===== src/rtl/seq_pkg.sv =====
// Shared types and defaults for the serial pattern path: serializer state encoding
// and the word width common to the serializer and the detector bench.
package seq_pkg;

  typedef enum logic [0:0] {
    SER_IDLE  = 1'b0,
    SER_SHIFT = 1'b1
  } ser_state_t;

  localparam int SEQ_DATA_W = 8;

endpackage


===== src/rtl/seq_bit_serializer_if.sv =====
// Parallel-in handshake plus serial-out status bundle of the bit serializer.
// master = upstream word source / observer, slave = the serializer itself.
interface seq_bit_serializer_if
  import seq_pkg::*;
#(
  parameter int DATA_W = SEQ_DATA_W
);

  logic [DATA_W-1:0] din;
  logic              din_valid;
  logic              din_ready;
  logic              bit_out;
  logic              bit_valid;
  logic              word_done;
  logic              busy;

  modport master (
    output din,
    output din_valid,
    input  din_ready,
    input  bit_out,
    input  bit_valid,
    input  word_done,
    input  busy
  );

  modport slave (
    input  din,
    input  din_valid,
    output din_ready,
    output bit_out,
    output bit_valid,
    output word_done,
    output busy
  );

endinterface


===== src/rtl/seq_bit_serializer.sv =====
// Parallel-to-serial feeder for the pattern detector: one word per valid/ready
// accept, one bit per clock, back-to-back words without an idle gap.
module seq_bit_serializer
  import seq_pkg::*;
#(
  parameter int DATA_W    = SEQ_DATA_W,
  parameter bit MSB_FIRST = 1'b1,
  parameter bit IDLE_BIT  = 1'b0
) (
  input  logic                 clk_i,
  input  logic                 rst_ni,
  seq_bit_serializer_if.slave  bus
);

  localparam int                CNT_W    = $clog2(DATA_W);
  localparam logic [CNT_W-1:0]  LAST_CNT = CNT_W'(DATA_W - 1);

  ser_state_t        state_q, state_d;
  logic [CNT_W-1:0]  cnt_q, cnt_d;
  logic [DATA_W-1:0] shift_q, shift_d;
  logic              bit_out_q, bit_out_d;
  logic              bit_valid_q, bit_valid_d;
  logic              word_done_q, word_done_d;
  logic              last_bit_s;
  logic              accept_s;

  assign last_bit_s    = (cnt_q == LAST_CNT);
  assign bus.din_ready = rst_ni & ((state_q == SER_IDLE) | last_bit_s);
  assign accept_s      = bus.din_valid & bus.din_ready;

  // Next-state, shift datapath and output pre-computation.
  always_comb begin
    state_d     = state_q;
    cnt_d       = cnt_q;
    shift_d     = shift_q;
    bit_out_d   = bit_out_q;
    bit_valid_d = bit_valid_q;
    word_done_d = 1'b0;

    case (state_q)
      SER_IDLE: begin
        if (accept_s) begin
          state_d     = SER_SHIFT;
          cnt_d       = {CNT_W{1'b0}};
          bit_valid_d = 1'b1;
        end else begin
          bit_out_d   = IDLE_BIT;
          bit_valid_d = 1'b0;
        end
      end
      SER_SHIFT: begin
        if (!last_bit_s) begin
          cnt_d       = cnt_q + CNT_W'(1);
          bit_valid_d = 1'b1;
        end else if (accept_s) begin
          cnt_d       = {CNT_W{1'b0}};
          bit_valid_d = 1'b1;
        end else begin
          state_d     = SER_IDLE;
          cnt_d       = {CNT_W{1'b0}};
          bit_out_d   = IDLE_BIT;
          bit_valid_d = 1'b0;
        end
      end
      default: begin
        state_d     = SER_IDLE;
        cnt_d       = {CNT_W{1'b0}};
        shift_d     = {DATA_W{1'b0}};
        bit_out_d   = IDLE_BIT;
        bit_valid_d = 1'b0;
      end
    endcase

    // A fresh word loads on accept; otherwise a shifting word advances one bit.
    if (accept_s) begin
      if (MSB_FIRST) begin
        bit_out_d = bus.din[DATA_W-1];
        shift_d   = {bus.din[DATA_W-2:0], 1'b0};
      end else begin
        bit_out_d = bus.din[0];
        shift_d   = {1'b0, bus.din[DATA_W-1:1]};
      end
    end else if ((state_q == SER_SHIFT) && !last_bit_s) begin
      if (MSB_FIRST) begin
        bit_out_d = shift_q[DATA_W-1];
        shift_d   = {shift_q[DATA_W-2:0], 1'b0};
      end else begin
        bit_out_d = shift_q[0];
        shift_d   = {1'b0, shift_q[DATA_W-1:1]};
      end
    end else begin
      shift_d = shift_d;
    end

    word_done_d = (state_d == SER_SHIFT) && (cnt_d == LAST_CNT);
  end

  // State, counter, shift register and registered serial outputs.
  always_ff @(posedge clk_i or negedge rst_ni) begin
    if (!rst_ni) begin
      state_q     <= SER_IDLE;
      cnt_q       <= {CNT_W{1'b0}};
      shift_q     <= {DATA_W{1'b0}};
      bit_out_q   <= IDLE_BIT;
      bit_valid_q <= 1'b0;
      word_done_q <= 1'b0;
    end else begin
      state_q     <= state_d;
      cnt_q       <= cnt_d;
      shift_q     <= shift_d;
      bit_out_q   <= bit_out_d;
      bit_valid_q <= bit_valid_d;
      word_done_q <= word_done_d;
    end
  end

  assign bus.bit_out   = bit_out_q;
  assign bus.bit_valid = bit_valid_q;
  assign bus.word_done = word_done_q;
  assign bus.busy      = (state_q == SER_SHIFT);

endmodule


===== src/flat_wrapper.sv =====
// flat-port wrapper written by rule: the top's interface ports become plain ports
module seq_bit_serializer_flat import seq_pkg::*;
#(
  parameter int DATA_W    = SEQ_DATA_W,
  parameter bit MSB_FIRST = 1'b1,
  parameter bit IDLE_BIT  = 1'b0
)
  (clk_i, rst_ni, bus_din, bus_din_valid, bus_din_ready, bus_bit_out, bus_bit_valid, bus_word_done, bus_busy);
  seq_bit_serializer_if #(.DATA_W(DATA_W)) bus_i ();
  input  logic clk_i;
  input  logic rst_ni;
  input wire logic [$bits(bus_i.din)-1:0] bus_din;
  input wire logic [$bits(bus_i.din_valid)-1:0] bus_din_valid;
  output wire logic [$bits(bus_i.din_ready)-1:0] bus_din_ready;
  output wire logic [$bits(bus_i.bit_out)-1:0] bus_bit_out;
  output wire logic [$bits(bus_i.bit_valid)-1:0] bus_bit_valid;
  output wire logic [$bits(bus_i.word_done)-1:0] bus_word_done;
  output wire logic [$bits(bus_i.busy)-1:0] bus_busy;
  assign bus_i.din = bus_din;
  assign bus_i.din_valid = bus_din_valid;
  assign bus_din_ready = bus_i.din_ready;
  assign bus_bit_out = bus_i.bit_out;
  assign bus_bit_valid = bus_i.bit_valid;
  assign bus_word_done = bus_i.word_done;
  assign bus_busy = bus_i.busy;
  seq_bit_serializer #(.DATA_W(DATA_W), .MSB_FIRST(MSB_FIRST), .IDLE_BIT(IDLE_BIT)) u_core (.clk_i(clk_i), .rst_ni(rst_ni), .bus(bus_i));
endmodule

===== config.mk =====
export PLATFORM = sky130hd
export DESIGN_NAME = seq_bit_serializer_flat
export DESIGN_NICKNAME = d
export VERILOG_FILES = /design/src/rtl/seq_pkg.sv /design/src/rtl/seq_bit_serializer_if.sv /design/src/rtl/seq_bit_serializer.sv /design/src/flat_wrapper.sv
export SDC_FILE = /design/constraint.sdc
export NUM_CORES = 1
export LEC_CHECK = 0
export BUFFER_PORTS_ARGS = -buffer_cell sky130_fd_sc_hd__buf_2
export CAP_MARGIN = 10
export CORE_ASPECT_RATIO = 0.75
export CORE_MARGIN = 2
export CORE_UTILIZATION = 30
export CTS_BUF_LIST = sky130_fd_sc_hd__clkbuf_2
export CTS_CLUSTER_DIAMETER = 200
export CTS_CLUSTER_SIZE = 10
export DETAILED_ROUTE_END_ITERATION = 16
export PLACE_DENSITY = 0.63
export REMOVE_ABC_BUFFERS = 1
export SYNTH_ARGS = -nofsm -noshare
export SYNTH_HDL_FRONTEND = slang
export SYNTH_SLANG_ARGS = --single-unit

===== constraint.sdc =====
create_clock -name clk_i -period 1.8 [get_ports clk_i]
set_clock_uncertainty 0.1 [all_clocks]
set_input_delay 0.45 -clock clk_i [delete_from_list [all_inputs] [get_ports clk_i]]
set_output_delay 0.45 -clock clk_i [all_outputs]
set_load 0.01 [all_outputs]

==> reports/metrics.cfg <==
[logic_synthesis]
synthAdderAreaFrac_pct=4.202
synth_cell_type_count=19
ys_seq_area_share_pct=54.62
netlist_area_um2=595.6
netlist_instances=49
yosysTopAreaCell=dfrtp_1
synthMuxAreaShare_pct=0
synth_top_family_by_area=simple AND/OR/NAND/NOR gates
synth_simple_gate_area_share_pct=20.59
synth-seq-cells=13
postSynthAreaPerCell_um2=12.15
yosysTopAreaCellShare_pct=54.62
synth_compound_area_share_pct=15.55
synthTopCellsByArea=dfrtp_1 55%, a221o_1 10%, and3_1 5.3%, ha_1 4.2%, buf_6 3.8%
synth-xor-area-share_pct=0
yosys_warnings=0

[worst_setup_path]
crit_required_ns=1.25
worstPathMaxFanout=2
r2r_slack_ns=0.08
cp.arrival_ns=1.44
start_kind=register
critPathCaptureType=primary output
crit_type=reg -> out

[cells_and_area]
final_common_cell=buf_2
final_nets=85
fin_area_um2=765.7
final_cells=93
n_antenna_cell=0
final_layout_size_suffix_gt1_share_pct=43.66
most-common-layout-cells=14 x buf_2, 13 x dfrtp_1, 6 x a221o_1
fill_cells=181
area_growth_pct=28.57
seqCellArea_um2=325.3
multi_input_area_um2=264.0

[pwr]
pwr_density_cell_nw_per_um2=1587
total_power_mw=1.215
ir_drop_uv=780.3
p_leak_nw=0.3987

[route]
wl_per_cell_um=14.69
drt_wl_total_um=1366
dr.pass1.iters=4
antenna_left=0
drc_errors=0
viasPerCell=5.097
vias=474
drt_iter0_markers=17

[clocking]
htreeDepth=1
cts_tree=done
numClockSinks=13
cts-buffers-inserted=3
clk_pin_slew_ns=0.12
ctsLongestPathBuffers=2
clk_latency_ns=0.27
cts-root-buf=clkbuf_2

[sta]
worst_pin_slew_ns=0.2628
finalCritPeriodShare_pct=110.8
rsz0062_at_grt=yes
slew_headroom_pct=82.48
hold_violations=0
fin_setup_tns_ns=-0.1939
maxSlewViolCount=0
setup_ws_ns=-0.1939
period_needed_ns=1.994
max_freq_mhz=501.5
setup_viol=1

[status]
status=finished, violations left
violations=negative setup slack

[die]
initial_core_util_pct=32.99
die_h_um=42.59
rows=13
design.core.area_um2=1805
die_w_um=55.45
boundaryPins=16
die-area_um2=2361

[placement]
numPortBuffers=15
place_inst=87
placed_area_um2=698.2
place_congestion=0.6905
dp_hpwl_um=909.8

[global_routing]
grt_pass1_wl_um=2256
grt-ovfl-total=0
grt_pass1_vias=470
antenna_found_initial=0
grt_max_degree=12
grtUsageTotal_pct=12.88

[flow_run]
maxCapViolCount=0

[worst_hold_path]
hold_path_class=in -> async

-- critical path, cell delays in order (launching register included) --
cell,delay (ns)
dfrtp_1,0.41
ha_2,0.20
ha_4,0.16
nand2b_4,0.14
and2_4,0.16
buf_6,0.11
-- area by class of cell --
cell class	count	area share (%)
clock buffers	4	2.614
multi-input cells	33	34.48
flip-flops and latches	13	42.48
well taps	22	3.595
repair buffers	21	16.83
-- cell usage after synthesis --
cell      instances
and2_1            1
a22o_1            2
and3_2            1
buf_6             2
nand2_1           5
a21oi_1           1
and4b_1           1
nor2_4            1
buf_4             1
a221o_1           6
nand2b_1          1
nand2_2           1
and2_2            1
o21ai_0           2
ha_1              2
dfrtp_1          13
nand3_1           2
and2b_1           1
and3_1            5
-- state kept, by name (all words and copies together), names as in the netlist --
signal and cells:
u_core.shift_q 7, u_core.cnt_q 3, u_core.bus.bit_out 1, u_core.bus.bit_valid 1
u_core.bus.word_done 1
-- metrics by stage --
step	utilization [%]	worst slack, ns	hold WS [ns]
finish	42.41	-0.1939	0.08395
global placement	38.67	0.05095	0.1785
floorplan	-	0.02991	0.05441
global route	42.41	-0.2659	0.06532
CTS	42.00	-0.1972	0.08146
detailed placement	38.67	0.04074	0.1832
-- cell families (layout without fill, tap and decap cells) --
kind of cell | count (synthesis) | in the layout
AOI/OAI and AO/OA | 11 | 11
and+or+nand+nor | 20 | 20
DFF | 13 | 13
adders and majority gates | 2 | 2
buffers and inverters | 3 | 25
-- worst paths after layout --
| check | endpoint | depth (start not counted) | from |
|---|---|---|---|
| max | bus_din_ready | 5 | u_core.cnt_q[0] |
| min in group clk_i | u_core.bus.bit_out | 2 | bus_din[7] |
| min | u_core.shift_q[5] | 2 | rst_ni |
| max in group asynchronous | u_core.cnt_q[1] | 2 | rst_ni |
| min reg2reg | u_core.shift_q[7] | 1 | u_core.shift_q[6] |
| max reg2reg | u_core.shift_q[7] | 6 | u_core.cnt_q[0] |
-- power by group --
part	internal, mW	switching, mW	total, mW
clock network	0.0589	0.0911	0.150
registers	0.402	0.0806	0.483
logic	0.311	0.271	0.582
total	0.772	0.443	1.22
-- what timing repair did --
action                                 CTS  global route
endpoints found under the hold margin    2             0
setup endpoints to repair                1             1
resized for setup                        6             0
gates cloned                             0             0
pin swaps                                1             1
hold buffers                             1             0
buffers inserted                         0             1
-- per-layer routing --
layer	vias to the layer above	share of wire [%]	global-route usage (%)
met2	16	44	18.81
met1	230	48	16.44
met3	0	7.7	7.407
li1	228	-	-
met5	-	0	0
met4	0	0	2.927
Note: power is estimated with default switching activity, not from simulation.
